### src/rtl/ahb_master_stage.sv
// Per-master AHB-Lite front end: decodes the address phase into a slave request,
// holds it until the target arbiter grants, tracks the data phase and answers unmapped slots.
module ahb_master_stage #(
    parameter logic [15:0] SLAVE_EN = 16'hFFFF
) (
    input  logic        HCLK,
    input  logic        HRESET,
    input  logic [31:0] HADDR,
    input  logic [1:0]  HTRANS,
    input  logic        HWRITE,
    input  logic [2:0]  HSIZE,
    input  logic        HMASTLOCK,
    output logic        HREADY,
    output logic        HRESP,
    output logic [15:0] SADDRSEL,
    input  logic [15:0] ADDRGRANT,
    output logic        ADDRPHEND,
    output logic        GATEDHMASTLOCK,
    output logic [31:0] HADDR_H,
    output logic        HWRITE_H,
    output logic [2:0]  HSIZE_H,
    input  logic [15:0] SHREADY,
    input  logic [15:0] SHRESP,
    output logic [3:0]  DATASEL
);

    typedef enum logic [2:0] {
        ST_IDLE,
        ST_REQ,
        ST_DATA,
        ST_ERR1,
        ST_ERR2
    } state_t;

    state_t      state, state_next;
    logic [31:0] haddr_h;
    logic        hwrite_h;
    logic [2:0]  hsize_h;
    logic [3:0]  datasel;
    logic        gated_lock;
    logic        hready;
    logic        hresp;
    logic [15:0] saddrsel;
    logic        addrphend;
    logic [3:0]  held_slave;
    logic [3:0]  new_slave;
    logic        unused_htrans0;

    assign held_slave     = haddr_h[31:28];
    assign new_slave      = HADDR[31:28];
    // Only HTRANS[1] distinguishes a real transfer; SEQ/NONSEQ are treated alike.
    assign unused_htrans0 = HTRANS[0];

    // NOTE: every output of this block gets a default first, so no path can infer a latch.
    always_comb begin
        state_next = state;
        hready     = 1'b1;
        hresp      = 1'b0;
        saddrsel   = '0;
        addrphend  = 1'b0;
        case (state)
            ST_IDLE: ;
            ST_REQ: begin
                hready   = 1'b0;
                saddrsel = 16'd1 << held_slave;
                if (ADDRGRANT[held_slave]) begin
                    addrphend  = 1'b1;
                    state_next = ST_DATA;
                end
            end
            ST_DATA: begin
                hready = SHREADY[datasel];
                hresp  = SHRESP[datasel];
            end
            ST_ERR1: begin
                hready     = 1'b0;
                hresp      = 1'b1;
                state_next = ST_ERR2;
            end
            ST_ERR2: hresp = 1'b1;
            default: state_next = ST_IDLE;
        endcase

        // Any cycle that completes towards the master also samples its next address phase.
        if (hready) begin
            if (HTRANS[1])
                state_next = SLAVE_EN[new_slave] ? ST_REQ : ST_ERR1;
            else
                state_next = ST_IDLE;
        end
    end

    // NOTE: sequential state uses non-blocking assignments so every register sees pre-edge values.
    always_ff @(posedge HCLK or posedge HRESET) begin
        if (HRESET) begin
            state      <= ST_IDLE;
            haddr_h    <= '0;
            hwrite_h   <= 1'b0;
            hsize_h    <= '0;
            datasel    <= '0;
            gated_lock <= 1'b0;
        end else begin
            state <= state_next;
            if (hready) begin
                gated_lock <= HMASTLOCK;
                if (HTRANS[1]) begin
                    haddr_h  <= HADDR;
                    hwrite_h <= HWRITE;
                    hsize_h  <= HSIZE;
                end
            end
            if (addrphend)
                datasel <= held_slave;
        end
    end

    assign HREADY         = hready;
    assign HRESP          = hresp;
    assign SADDRSEL       = saddrsel;
    assign ADDRPHEND      = addrphend;
    assign GATEDHMASTLOCK = gated_lock;
    assign HADDR_H        = haddr_h;
    assign HWRITE_H       = hwrite_h;
    assign HSIZE_H        = hsize_h;
    assign DATASEL        = datasel;

endmodule
### config.mk
export PLATFORM = sky130hd
export DESIGN_NAME = ahb_master_stage
export DESIGN_NICKNAME = d
export VERILOG_FILES = /design/src/rtl/ahb_master_stage.sv
export SDC_FILE = /design/constraint.sdc
export NUM_CORES = 1
export LEC_CHECK = 0
export BUFFER_PORTS_ARGS = -buffer_cell sky130_fd_sc_hd__buf_2
export CAP_MARGIN = 20
export CORE_AREA = 5 5 84 86
export CTS_BUF_LIST = sky130_fd_sc_hd__clkbuf_16
export CTS_CLUSTER_DIAMETER = 120
export DETAILED_ROUTE_END_ITERATION = 6
export DIE_AREA = 0 0 89 91
export GPL_TIMING_DRIVEN = 0
export PLACE_DENSITY = 0.76
export SYNTH_ARGS = -nofsm -noshare
export SYNTH_HDL_FRONTEND = slang
export SYNTH_SLANG_ARGS = --single-unit
### constraint.sdc
create_clock -name HCLK -period 1.8 [get_ports HCLK]
set_input_delay 0.09 -clock HCLK [delete_from_list [all_inputs] [get_ports HCLK]]
set_output_delay 0.09 -clock HCLK [all_outputs]
set_load 0.01 [all_outputs]
==> run_results.csv <==
group,metric,value,unit
yosys,yosysUniqueCellTypes,31,
global_routing,grt_pass1_vias,2107,
cells_and_area,antennaDiodeCount,0,
min_path,worstHoldStart,"HADDR[11]",
pwr,p_leak,1.891,nW
cells_and_area,final_cell_mix,"buf_2, dfrtp_1, mux2_4",
die,dieArea,0.008099,mm^2
critical_path,critPathKind,"flop to flop",
cells_and_area,finalNonFillerCells,416,
global_routing,track_usage,15.82,%
timing,fin_worst_skew,0.003397,ns
global_routing,grt_pass1_wl,10170,um
placed_design,io_buffers,147,
route,drcViolationCount,0,
critical_path,crit_arrival,2.41,ns
yosys,async_reset_ff_share,100.0,%
critical_path,reg2reg_depth,9,
timing,setup_violations,51,
timing,max_freq,443.8,MHz
yosys,synth_seq_cells,44,
route,drt_iter0_drc,19,
route,ant_nets,0,
route,dr_total_vias,2011,
cells_and_area,area_growth,56.33,%
clock_tree,cts_buffers,5,
cells_and_area,fin_util,59.55,%
critical_path,worstSetupStartpointType,"flop",
global_routing,grt.busiest_layer,"met2",
yosys,synth_cells,167,
die,die_h,91,um
die,die_x,89,um
clock_tree,cts_tree,"yes",
placed_design,dpl_worst_slack,-0.4922,ns
critical_path,crit-reg2reg-launch,"DATASEL[0]",
timing,hold_viol,0,
clock_tree,clock-sinks,44,
yosys,syn_area,0.002364,mm^2
yosys,yosys_warnings,0,
timing,maxSlewViolCount,0,
yosys,syn_nets,256,
route,routed_wl,6738,um
route,wl_per_cell,16.20,um
timing,post-route-period-util,125.2,%
pwr,powerDensity,1843,mW/mm^2
placed_design,globalplace.congestion,0.7486,
timing,holdWs,0.04129,ns
global_routing,use_met3,5.701,%
global_routing,antenna_found_initial,0,
pwr,power,6.808,mW
yosys,syn_avg_cell_area,14.15,um^2
cells_and_area,fin_nets,427,
min_path,hold-path-endpoint,"HADDR_H[11]",
pwr,irDropWorstVdd,881.5,uV
global_routing,met1_usage,16.95,%
critical_path,end_kind,"flop",
cells_and_area,fillers,504,
route,firstDrtPassIters,4,
timing,worst_pin_slew,0.4321,ns
placed_design,dpl.hpwl,5258,um
cells_and_area,drive_above_1_share,71.98,%
global_routing,grt_remaining_overflow,0,
die,initial_core_util,38.09,%
global_routing,grt_start_max_net_pins,29,
yosys,ys.flop_type,"dfrtp_1",
timing,timing.final.crit_period,2.253,ns
clock_tree,insertion_delay,0.27,ns
placed_design,placed_cells,392,
critical_path,cp.required,1.96,ns
timing,fin_ws,-0.4531,ns
yosys,synth-seq-area-share,46.59,%
critical_path,worstPathMaxFanout,7,
flow_run,drv_cap,0,
clock_tree,htree_levels,2,
min_path,hold_path_class,"input pin to flop",
status,status,"finished with violations",
global_routing,use_met2,28.96,%
critical_path,reg2reg_setup_slack,-0.45,ns
critical_path,rr_endpoint,"HADDR_H[21]",
cells_and_area,final_common_cell,"buf_2",
die,ios,149,
min_path,min_path_cells,2,
clock_tree,cts_buffer_depth,2,
die,core,0.006205,mm^2
clock_tree,root_buffer,"clkbuf_16",
die,fp-row-count,29,
route,avgViaCountPerCell,4.834,
yosys,synth-edff-count,0,
status,failed_checks,"setup timing",
timing,rsz0062_at_grt,"yes",
timing,max_slew_margin,70.97,%
clock_tree,clk_pin_slew_worst_paths,0.06,ns
==> through the flow <==
stage | TNS (ns) | area [um^2]
final | -17.64 | 3695
after global routing | -22.75 | 3695
after CTS | -16.59 | 3506
after detailed placement | -17.53 | 3232
after global placement | -16.41 | 3212
after floorplan | -8.269 | 2380
==> cell type report <==
type	instances	area, um^2	share of cell area, %
plain buffers	8	101.3	2.743
clock buffers	5	125.1	3.386
clock inverters	3	15.01	0.4064
inverters	3	11.26	0.3048
multi-input cells	112	1244	33.66
flip-flops and latches	44	1104	29.87
well taps	77	96.34	2.608
repair buffers	164	998.5	27.02
==> Yosys cell counts (2+ instances only) <==
master / instances / share of area (%)
mux2_2: 12 / 5.7
nor2b_1: 3 / 0.79
nor2_1: 15 / 2.4
nand2_1: 7 / 1.1
mux2_4: 29 / 18
buf_2: 3 / 0.64
nand2b_1: 5 / 1.3
a21oi_1: 2 / 0.42
buf_8: 3 / 1.9
mux2i_1: 7 / 3.0
o21ai_0: 3 / 0.64
inv_1: 3 / 0.48
mux4_2: 10 / 9.5
dfrtp_1: 44 / 47
nor3_1: 5 / 1.1
==> worst max-delay path by stage <==
stage / startpoint / endpoint / slack (ns) / cells past startpoint
after global placement: DATASEL[0] / HSIZE_H[1] / -0.46 / 7
final: DATASEL[0] / HADDR_H[21] / -0.45 / 9
after floorplan: DATASEL[0] / HADDR_H[10] / -0.25 / 7
after detailed placement: DATASEL[0] / HSIZE_H[2] / -0.49 / 7
after global routing: DATASEL[0] / HADDR_H[12] / -0.54 / 9
after CTS: DATASEL[0] / HRESP / -0.49 / 6
==> critical path, stage by stage, from the launching register on <==
cell and delay, ns:
dfrtp_2 0.45, bufbuf_16 0.28, buf_4 0.15, mux2i_1 0.16
a32oi_1 0.09, a22oi_2 0.28, o22ai_4 0.12, buf_12 0.17
clkbuf_16 0.16, mux2_4 0.29
==> per-layer routing <==
metal	share of wire (%)	vias up	routed length, um
met5	0	-	0
met4	1.2	0	83
met3	11	8	753
met2	53	86	3604
met1	34	968	2296
li1	-	949	-
==> power breakdown <==
part	total, mW	leakage (nW)	internal [mW]	switching, mW
sequential	1.87	0.518	1.50	0.367
combinational	4.09	1.30	2.43	1.66
clock	0.852	0.0687	0.504	0.348
==> state kept, by name, summed over array words and instances, names as in the netlist <==
register	count
DATASEL	4
GATEDHMASTLOCK	1
HADDR_H	32
HSIZE_H	3
state	3
HWRITE_H	1
==> logic make-up after synthesis <==
family	share of synthesized area, %
flip-flops	46.59
AND/OR/NAND/NOR	8.100
AO/OA/AOI/OAI	5.029
multiplexers	36.63
buffers and inverters	3.652
==> timing repair <==
| action | in CTS | in global routing |
|---|---|---|
| gates cloned | 1 | 2 |
| hold buffers | 1 | 0 |
| hold endpoints to repair | 16 | 0 |
| endpoints found under the setup margin | 49 | 57 |
| pin swaps | 4 | 5 |
| setup buffers | 5 | 7 |
| gates resized for setup | 6 | 19 |
(Power assumes the default switching activity.)
